[src/rtl/fm_ult_ser.sv]
// Buffers wide ULT monitor words in a small FIFO and serialises each one into BEATS
// OUT_W-bit beats, LSB slice first. Optional macro FM_ULT_SER_DROP_CNT_EN: drop-and-count.
module fm_ult_ser #(
    parameter int IN_W       = 256,
    parameter int OUT_W      = 32,
    parameter int FIFO_DEPTH = 4
) (
    input  logic             clk_hs,
    input  logic             rst_hs,
    input  logic [IN_W-1:0]  in_data,
    input  logic             in_valid,
    output logic             in_ready,
    input  logic             freeze,
    output logic [OUT_W-1:0] out_data,
    output logic             out_valid,
    output logic             out_first,
    output logic             out_last,
    output logic [15:0]      drop_cnt
);
    localparam int BEATS  = IN_W / OUT_W;
    localparam int BEAT_W = (BEATS > 1) ? $clog2(BEATS) : 1;
    localparam int PTR_W  = (FIFO_DEPTH > 1) ? $clog2(FIFO_DEPTH) : 1;
    localparam int CNT_W  = $clog2(FIFO_DEPTH + 1);
    localparam logic [BEAT_W-1:0] LAST_BEAT = BEAT_W'(BEATS - 1);
    localparam logic [CNT_W-1:0]  FULL_CNT  = CNT_W'(FIFO_DEPTH);

    localparam logic [0:0] ST_IDLE  = 1'b0;
    localparam logic [0:0] ST_SHIFT = 1'b1;

    logic [1:0]        rst_sync_q, rst_sync_d;
    logic [0:0]        state_q, state_d;
    logic [BEAT_W-1:0] beat_q, beat_d, beat_inc;
    logic [IN_W-1:0]   shreg_q, shreg_d;
    logic [PTR_W-1:0]  wr_ptr_q, wr_ptr_d, rd_ptr_q, rd_ptr_d;
    logic [CNT_W-1:0]  cnt_q, cnt_d;
    logic [OUT_W-1:0]  out_data_q, out_data_d;
    logic              out_valid_q, out_valid_d;
    logic              out_first_q, out_first_d;
    logic              out_last_q, out_last_d;
    logic [15:0]       drop_cnt_q, drop_cnt_d;
    logic [IN_W-1:0]   mem_q [FIFO_DEPTH];
    logic [IN_W-1:0]   head;
    logic              run, fifo_full, fifo_empty, push, pop, drop;

    // Internal enable only rises two edges after rst_hs is released.
    assign rst_sync_d = {rst_sync_q[0], 1'b1};
    assign run        = rst_sync_q[1];
    assign fifo_full  = (cnt_q == FULL_CNT);
    assign fifo_empty = (cnt_q == '0);
    assign head       = mem_q[rd_ptr_q];
    assign beat_inc   = beat_q + 1'b1;

`ifdef FM_ULT_SER_DROP_CNT_EN
    // A full FIFO discards the word even when a pop frees a slot on the same edge.
    assign in_ready = run;
    assign push     = in_valid & run & ~fifo_full;
    assign drop     = in_valid & run & fifo_full;
`else
    assign in_ready = run & ~fifo_full;
    assign push     = in_valid & in_ready;
    assign drop     = 1'b0;
`endif

    always_comb begin
        state_d     = state_q;
        beat_d      = beat_q;
        shreg_d     = shreg_q;
        out_data_d  = '0;
        out_valid_d = 1'b0;
        out_first_d = 1'b0;
        out_last_d  = 1'b0;
        pop         = 1'b0;
        if (run) begin
            if (state_q == ST_SHIFT && beat_q != LAST_BEAT) begin
                beat_d      = beat_inc;
                out_valid_d = 1'b1;
                out_data_d  = shreg_q[OUT_W-1:0];
                shreg_d     = shreg_q >> OUT_W;
                out_last_d  = (beat_inc == LAST_BEAT);
            end else if (!fifo_empty && !freeze) begin
                // Pop on the last beat too, so the next word follows without a bubble.
                pop         = 1'b1;
                state_d     = ST_SHIFT;
                beat_d      = '0;
                out_valid_d = 1'b1;
                out_data_d  = head[OUT_W-1:0];
                shreg_d     = head >> OUT_W;
                out_first_d = 1'b1;
                out_last_d  = (BEATS == 1);
            end else begin
                state_d = ST_IDLE;
                beat_d  = '0;
            end
        end
    end

    always_comb begin
        wr_ptr_d = wr_ptr_q + PTR_W'(push);
        rd_ptr_d = rd_ptr_q + PTR_W'(pop);
        cnt_d    = cnt_q;
        case ({push, pop})
            2'b10:   cnt_d = cnt_q + 1'b1;
            2'b01:   cnt_d = cnt_q - 1'b1;
            default: cnt_d = cnt_q;
        endcase
        drop_cnt_d = drop_cnt_q;
        if (drop && drop_cnt_q != 16'hFFFF) drop_cnt_d = drop_cnt_q + 16'd1;
    end

    always_ff @(posedge clk_hs or negedge rst_hs) begin
        if (!rst_hs) begin
            rst_sync_q  <= '0;
            state_q     <= ST_IDLE;
            beat_q      <= '0;
            shreg_q     <= '0;
            wr_ptr_q    <= '0;
            rd_ptr_q    <= '0;
            cnt_q       <= '0;
            out_data_q  <= '0;
            out_valid_q <= 1'b0;
            out_first_q <= 1'b0;
            out_last_q  <= 1'b0;
            drop_cnt_q  <= '0;
        end else begin
            rst_sync_q  <= rst_sync_d;
            state_q     <= state_d;
            beat_q      <= beat_d;
            shreg_q     <= shreg_d;
            wr_ptr_q    <= wr_ptr_d;
            rd_ptr_q    <= rd_ptr_d;
            cnt_q       <= cnt_d;
            out_data_q  <= out_data_d;
            out_valid_q <= out_valid_d;
            out_first_q <= out_first_d;
            out_last_q  <= out_last_d;
            drop_cnt_q  <= drop_cnt_d;
        end
    end

    always_ff @(posedge clk_hs) begin
        if (push) mem_q[wr_ptr_q] <= in_data;
    end

    assign out_data  = out_data_q;
    assign out_valid = out_valid_q;
    assign out_first = out_first_q;
    assign out_last  = out_last_q;
    assign drop_cnt  = drop_cnt_q;
endmodule

[config.mk]
export PLATFORM = sky130hd
export DESIGN_NAME = fm_ult_ser
export DESIGN_NICKNAME = d
export VERILOG_FILES = /design/src/rtl/fm_ult_ser.sv
export SDC_FILE = /design/constraint.sdc
export NUM_CORES = 1
export LEC_CHECK = 0
export CAP_MARGIN = 20
export CORE_ASPECT_RATIO = 1.75
export CORE_MARGIN = 3
export CORE_UTILIZATION = 51
export CTS_CLUSTER_SIZE = 20
export DETAILED_ROUTE_END_ITERATION = 10
export DONT_BUFFER_PORTS = 1
export GPL_ROUTABILITY_DRIVEN = 0
export GPL_TIMING_DRIVEN = 0
export PLACE_DENSITY = 0.76
export SLEW_MARGIN = 15
export SYNTH_ARGS = -nofsm -noshare
export SYNTH_HDL_FRONTEND = slang
export SYNTH_SLANG_ARGS = --single-unit
[constraint.sdc]
create_clock -name clk_hs -period 52.9 [get_ports clk_hs]
set_clock_uncertainty 0.2 [all_clocks]
set_input_delay 7.935 -clock clk_hs [delete_from_list [all_inputs] [get_ports clk_hs]]
set_output_delay 7.935 -clock clk_hs [all_outputs]
set_load 0.1 [all_outputs]
==> impl_table.tex <==
\begin{tabular}{lr}
\hline
Metric & Value \\
\hline
\multicolumn{2}{l}{\textbf{Run status}} \\
\quad Result of the run & complete, no violations \\
\multicolumn{2}{l}{\textbf{Run}} \\
\quad Total of max-cap violations & 0 \\
\multicolumn{2}{l}{\textbf{Clocking}} \\
\quad Number of levels in the clock H-tree & 3 \\
\quad Clock latency on the worst-skew pair & 0.73 ns \\
\quad Cts repair resizes & 0 \\
\quad Total CTS buffers & between 100 and 150 \\
\quad Setup repair bufs after CTS & 0 \\
\quad Clock Path Buffers & 3 \\
\quad Clock transition at the registers of the reported paths & 0.07 ns \\
\quad Hold buffers post-CTS & 0 \\
\quad CTS root buffer & sky130\_fd\_sc\_hd\_\_clkbuf\_16 \\
\quad Sinks on Clock Net & 1296 \\
\quad CTS tree & built \\
\multicolumn{2}{l}{\textbf{Power}} \\
\quad Share of total power in the clock network & 27.9\% \\
\quad Switching Power & 0.934 mW \\
\quad Fraction of power spent switching nets & 31.1\% \\
\quad Power density cells & 54.5 mW/mm2 \\
\quad Reported leakage power & 17.9 nW \\
\quad Largest vdd supply drop & 0.0518 mV \\
\quad Register share of total power & a little under 50\% \\
\quad Internal cell power & 2.07 mW \\
\quad Combinational Power Share & 22.7\% \\
\multicolumn{2}{l}{\textbf{Global route}} \\
\quad Global-route wire length before repair & 175000 um \\
\quad Antenna violations before repair & 1 \\
\quad Overall overflow remaining after global route & 0 \\
\quad GRT Overall Usage & 24.4\% \\
\quad Pin count of the biggest net entering global routing & 273 \\
\quad Via count of the first global-routing pass & between 20000 and 30000 \\
\multicolumn{2}{l}{\textbf{Cells and area}} \\
\quad Layout cells sized above 1 & a little over 30\% \\
\quad Most frequent cells in the layout & sky130\_fd\_sc\_hd\_\_edfxtp\_1 (1024), sky130\_fd\_sc\_hd\_\_dfrtp\_1 (272), sky130\_fd\_sc\_hd\_\_mux4\_2 (256), sky130\_fd\_sc\_hd\_\_or4\_1 (192), sky130\_fd\_sc\_hd\_\_o221a\_2 (192) \\
\quad Leading cell type in the layout, fill and taps excluded & sky130\_fd\_sc\_hd\_\_edfxtp\_1 \\
\quad Number of fill cells & around 6600 \\
\quad Area Overhead vs Synth & 12.9\% \\
\quad Post-route insts no fill & 3783 \\
\quad Net total in the final layout & approximately 2700 \\
\multicolumn{2}{l}{\textbf{Logic synthesis}} \\
\quad Area of the mapped netlist & 0.0489 mm2 \\
\quad Synthesized area per cell & approximately 22 um2 \\
\quad Number of standard cells after synthesis & 2243 \\
\quad Sequential element share of the synthesized area & between 70\% and 80\% \\
\quad Cell accounting for the most synthesized area & sky130\_fd\_sc\_hd\_\_edfxtp\_1 \\
\quad Count of yosys warnings during synthesis & 0 \\
\quad Number of synthesized register bits & 1296 \\
\quad Fraction of post-synthesis cell area in the top cell type by area & 62.9\% \\
\quad Largest cells by area after synthesis & sky130\_fd\_sc\_hd\_\_edfxtp\_1 (63\%), sky130\_fd\_sc\_hd\_\_dfrtp\_1 (14\%), sky130\_fd\_sc\_hd\_\_mux4\_2 (12\%) \\
\quad Count of cell types in the netlist & 37 \\
\multicolumn{2}{l}{\textbf{Setup path}} \\
\quad Top cell by count, worst path & sky130\_fd\_sc\_hd\_\_buf\_2 \\
\quad Critical Path RT & about 53 ns \\
\quad Kind of start point of the critical path & input pin \\
\quad Data arrival at the endpoint of the critical path & 11.29 ns \\
\quad Setup Crit Path Kind & input pin to flop \\
\quad Worst Path Max Fanout & 12 \\
\quad Max incr delay on CP & between 0.5 and 0.6 ns \\
\quad Max stage delay cell, worst path & sky130\_fd\_sc\_hd\_\_clkbuf\_1 \\
\quad Worst Setup End Kind & flop \\
\quad Sequence of cells on the critical path & nand2b\_1 > clkbuf\_1 > nor3\_1 > buf\_2 > buf\_2 > ha\_1 > inv\_1 > fa\_1 > xor2\_1 > nor2\_1 > xnor2\_1 \\
\multicolumn{2}{l}{\textbf{Timing}} \\
\quad Clock period minus worst slack & about 11 ns \\
\quad Slew Limit Headroom & 26.9\% \\
\quad Pins Over Slew Limit & 0 \\
\quad Final setup violation count & 0 \\
\quad Maximum operating frequency & 0.0921 GHz \\
\quad Count of endpoints failing hold in the final timing report & 0 \\
\quad Actual transition at the worst max-transition pin & 1.10 ns \\
\quad Sum of negative setup slack & 0 ns \\
\quad Period utilisation layout & 20.5\% \\
\quad RSZ-0062 raised after global routing & no \\
\multicolumn{2}{l}{\textbf{Place}} \\
\quad Placed wire-length estimate after detailed placement & 87300 um \\
\quad Port bufs & 0 \\
\quad Placed instance count & roughly 3600 \\
\multicolumn{2}{l}{\textbf{Floorplan}} \\
\quad Initial cell density of the core & 51.6\% \\
\quad Number of cell rows & 149 \\
\quad Top-level port count & 312 \\
\quad CORE AREA & around 0.095 mm2 \\
\quad Height of the die & 416 um \\
\quad Chip width & 240 um \\
\quad Area of the die & 0.0997 mm2 \\
\multicolumn{2}{l}{\textbf{Route}} \\
\quad Antenna violation net count after detailed routing & 0 \\
\quad Routed length per placed instance & 31.9 um \\
\quad Number of vias per cell after detailed routing & 6.38 \\
\quad Detailed Route WL & 121000 um \\
\quad DR pass1 iterations & 8 \\
\quad Iteration-0 DRC count of the detailed router & 2190 \\
\quad DR DRC count & 0 \\
\quad Total vias in the final route & roughly 24000 \\
\multicolumn{2}{l}{\textbf{Worst hold path}} \\
\quad Class of the tightest hold or removal check & flop to flop \\
\hline
\end{tabular}
power by group through the flow:
stage                     clock [mW]  sequential, mW  combinational [mW]
after global routing           0.889            1.49               0.723
final                          0.838            1.49               0.681
after CTS                      0.850            1.49               0.690
after floorplan                    0            1.48               0.488
after global placement             0            1.59               0.643
after detailed placement           0            1.51               0.685
registers in the layout, summed over array words and instances (netlist names):
signal and count:
out_first 1, out_data 32, mem_q 1024, out_last 1, cnt_q 3, wr_ptr_q 2, beat_q 3, rst_sync_q 2
shreg_q 224, state_q 1, out_valid 1, rd_ptr_q 2
cell usage after synthesis:
cell type and instances:
sky130_fd_sc_hd__mux4_2 256, sky130_fd_sc_hd__o31a_1 1, sky130_fd_sc_hd__inv_1 8, sky130_fd_sc_hd__or4_1 192, sky130_fd_sc_hd__clkbuf_1 125, sky130_fd_sc_hd__dfrtp_1 272
sky130_fd_sc_hd__and3_1 1, sky130_fd_sc_hd__o2bb2ai_1 1, sky130_fd_sc_hd__and4_1 1, sky130_fd_sc_hd__fa_1 1, sky130_fd_sc_hd__o221a_2 192, sky130_fd_sc_hd__conb_1 2
sky130_fd_sc_hd__buf_8 11, sky130_fd_sc_hd__a32o_1 32, sky130_fd_sc_hd__buf_6 9, sky130_fd_sc_hd__buf_4 17, sky130_fd_sc_hd__a22o_1 32, sky130_fd_sc_hd__nor2_1 1
sky130_fd_sc_hd__o21a_1 1, sky130_fd_sc_hd__ha_1 6, sky130_fd_sc_hd__buf_1 18, sky130_fd_sc_hd__o311ai_0 1, sky130_fd_sc_hd__nand2_1 1, sky130_fd_sc_hd__inv_2 1
sky130_fd_sc_hd__nand2b_1 1, sky130_fd_sc_hd__nor2b_1 1, sky130_fd_sc_hd__buf_2 18, sky130_fd_sc_hd__nand3b_1 2, sky130_fd_sc_hd__edfxtp_1 1024, sky130_fd_sc_hd__nor3b_1 2
sky130_fd_sc_hd__nor3_2 1, sky130_fd_sc_hd__o21ai_0 2, sky130_fd_sc_hd__xnor2_1 2, sky130_fd_sc_hd__mux2i_1 2, sky130_fd_sc_hd__xor2_1 3, sky130_fd_sc_hd__nor3_1 2
sky130_fd_sc_hd__nand3_1 1
through the flow:
stage / hold WS (ns) / power [mW] / cell area [um2] / worst slack (ns) / utilization [%]
finish: 0.156 / 3.01 / 55200 / 42.05 / 58.3
CTS: 0.157 / 3.02 / 55200 / 41.96 / 58.3
global route: 0.179 / 3.11 / 55200 / 41.96 / 58.3
floorplan: 0.131 / 1.97 / 48900 / 24.78 / -
global placement: 0.131 / 2.23 / 50400 / 11.10 / 53.3
detailed placement: 0.141 / 2.19 / 51400 / 41.19 / 54.3
routing by layer:
metal	routed length, um	GRT usage (%)
met2	64700	43.6
met4	5600	10.5
met1	38300	26.2
met5	0	0
met3	11900	8.05
worst max-delay path, delay by kind of cell:
kind	cells	cell delay, ns
xor+xnor	2	0.28
buf+inv	4	1.47
simple gates	3	0.94
fa+ha+maj	2	0.63
path summary, 6_finish.rpt:
kind	start	endpoint	slack [ns]	cells after the start
setup / recovery	freeze	cnt_q[2]$_DFFE_PN0P_	42.05	11
hold / removal	rst_sync_q[0]$_DFF_PN0_	rst_sync_q[1]$_DFF_PN0_	0.16	0
setup reg to reg	rst_sync_q[1]$_DFF_PN0_	mem_q[0][128]$_DFFE_PP_	48.78	13
hold reg to reg	rst_sync_q[0]$_DFF_PN0_	rst_sync_q[1]$_DFF_PN0_	0.16	0
max in group asynchronous	rst_hs	shreg_q[216]$_DFFE_PN0P_	44.87	0
min in group asynchronous	rst_hs	shreg_q[44]$_DFFE_PN0P_	6.73	0
cell type report:
class	instances	area, um2	share of cell area (%)
diodes	5	12.5	0.0227
multi-input cells	755	10300	18.7
clock buffers	137	2920	5.28
inverters	9	33.8	0.0612
well taps	1208	1510	2.74
flip-flops and latches	1296	37600	68.0
clock inverters	76	878	1.59
repair buffers	99	933	1.69
plain buffers	198	1020	1.85
kinds of logic (layout without fill, tap and decap cells):
logic type / Yosys count / in the layout / synth area share [%]
XOR/XNOR: 5 / 5 / 0.0896
multiplexers: 258 / 258 / 11.8
flip-flops: 1296 / 1296 / 76.8
adder cells (fa/ha/maj): 7 / 7 / 0.195
AND/OR/NAND/NOR: 206 / 206 / 3.13
AO/OA/AOI/OAI: 262 / 262 / 5.74
other: 2 / 22 / 0.0154
buffers and inverters: 207 / 519 / 2.16
Note: power is estimated with default switching activity, not from simulation.
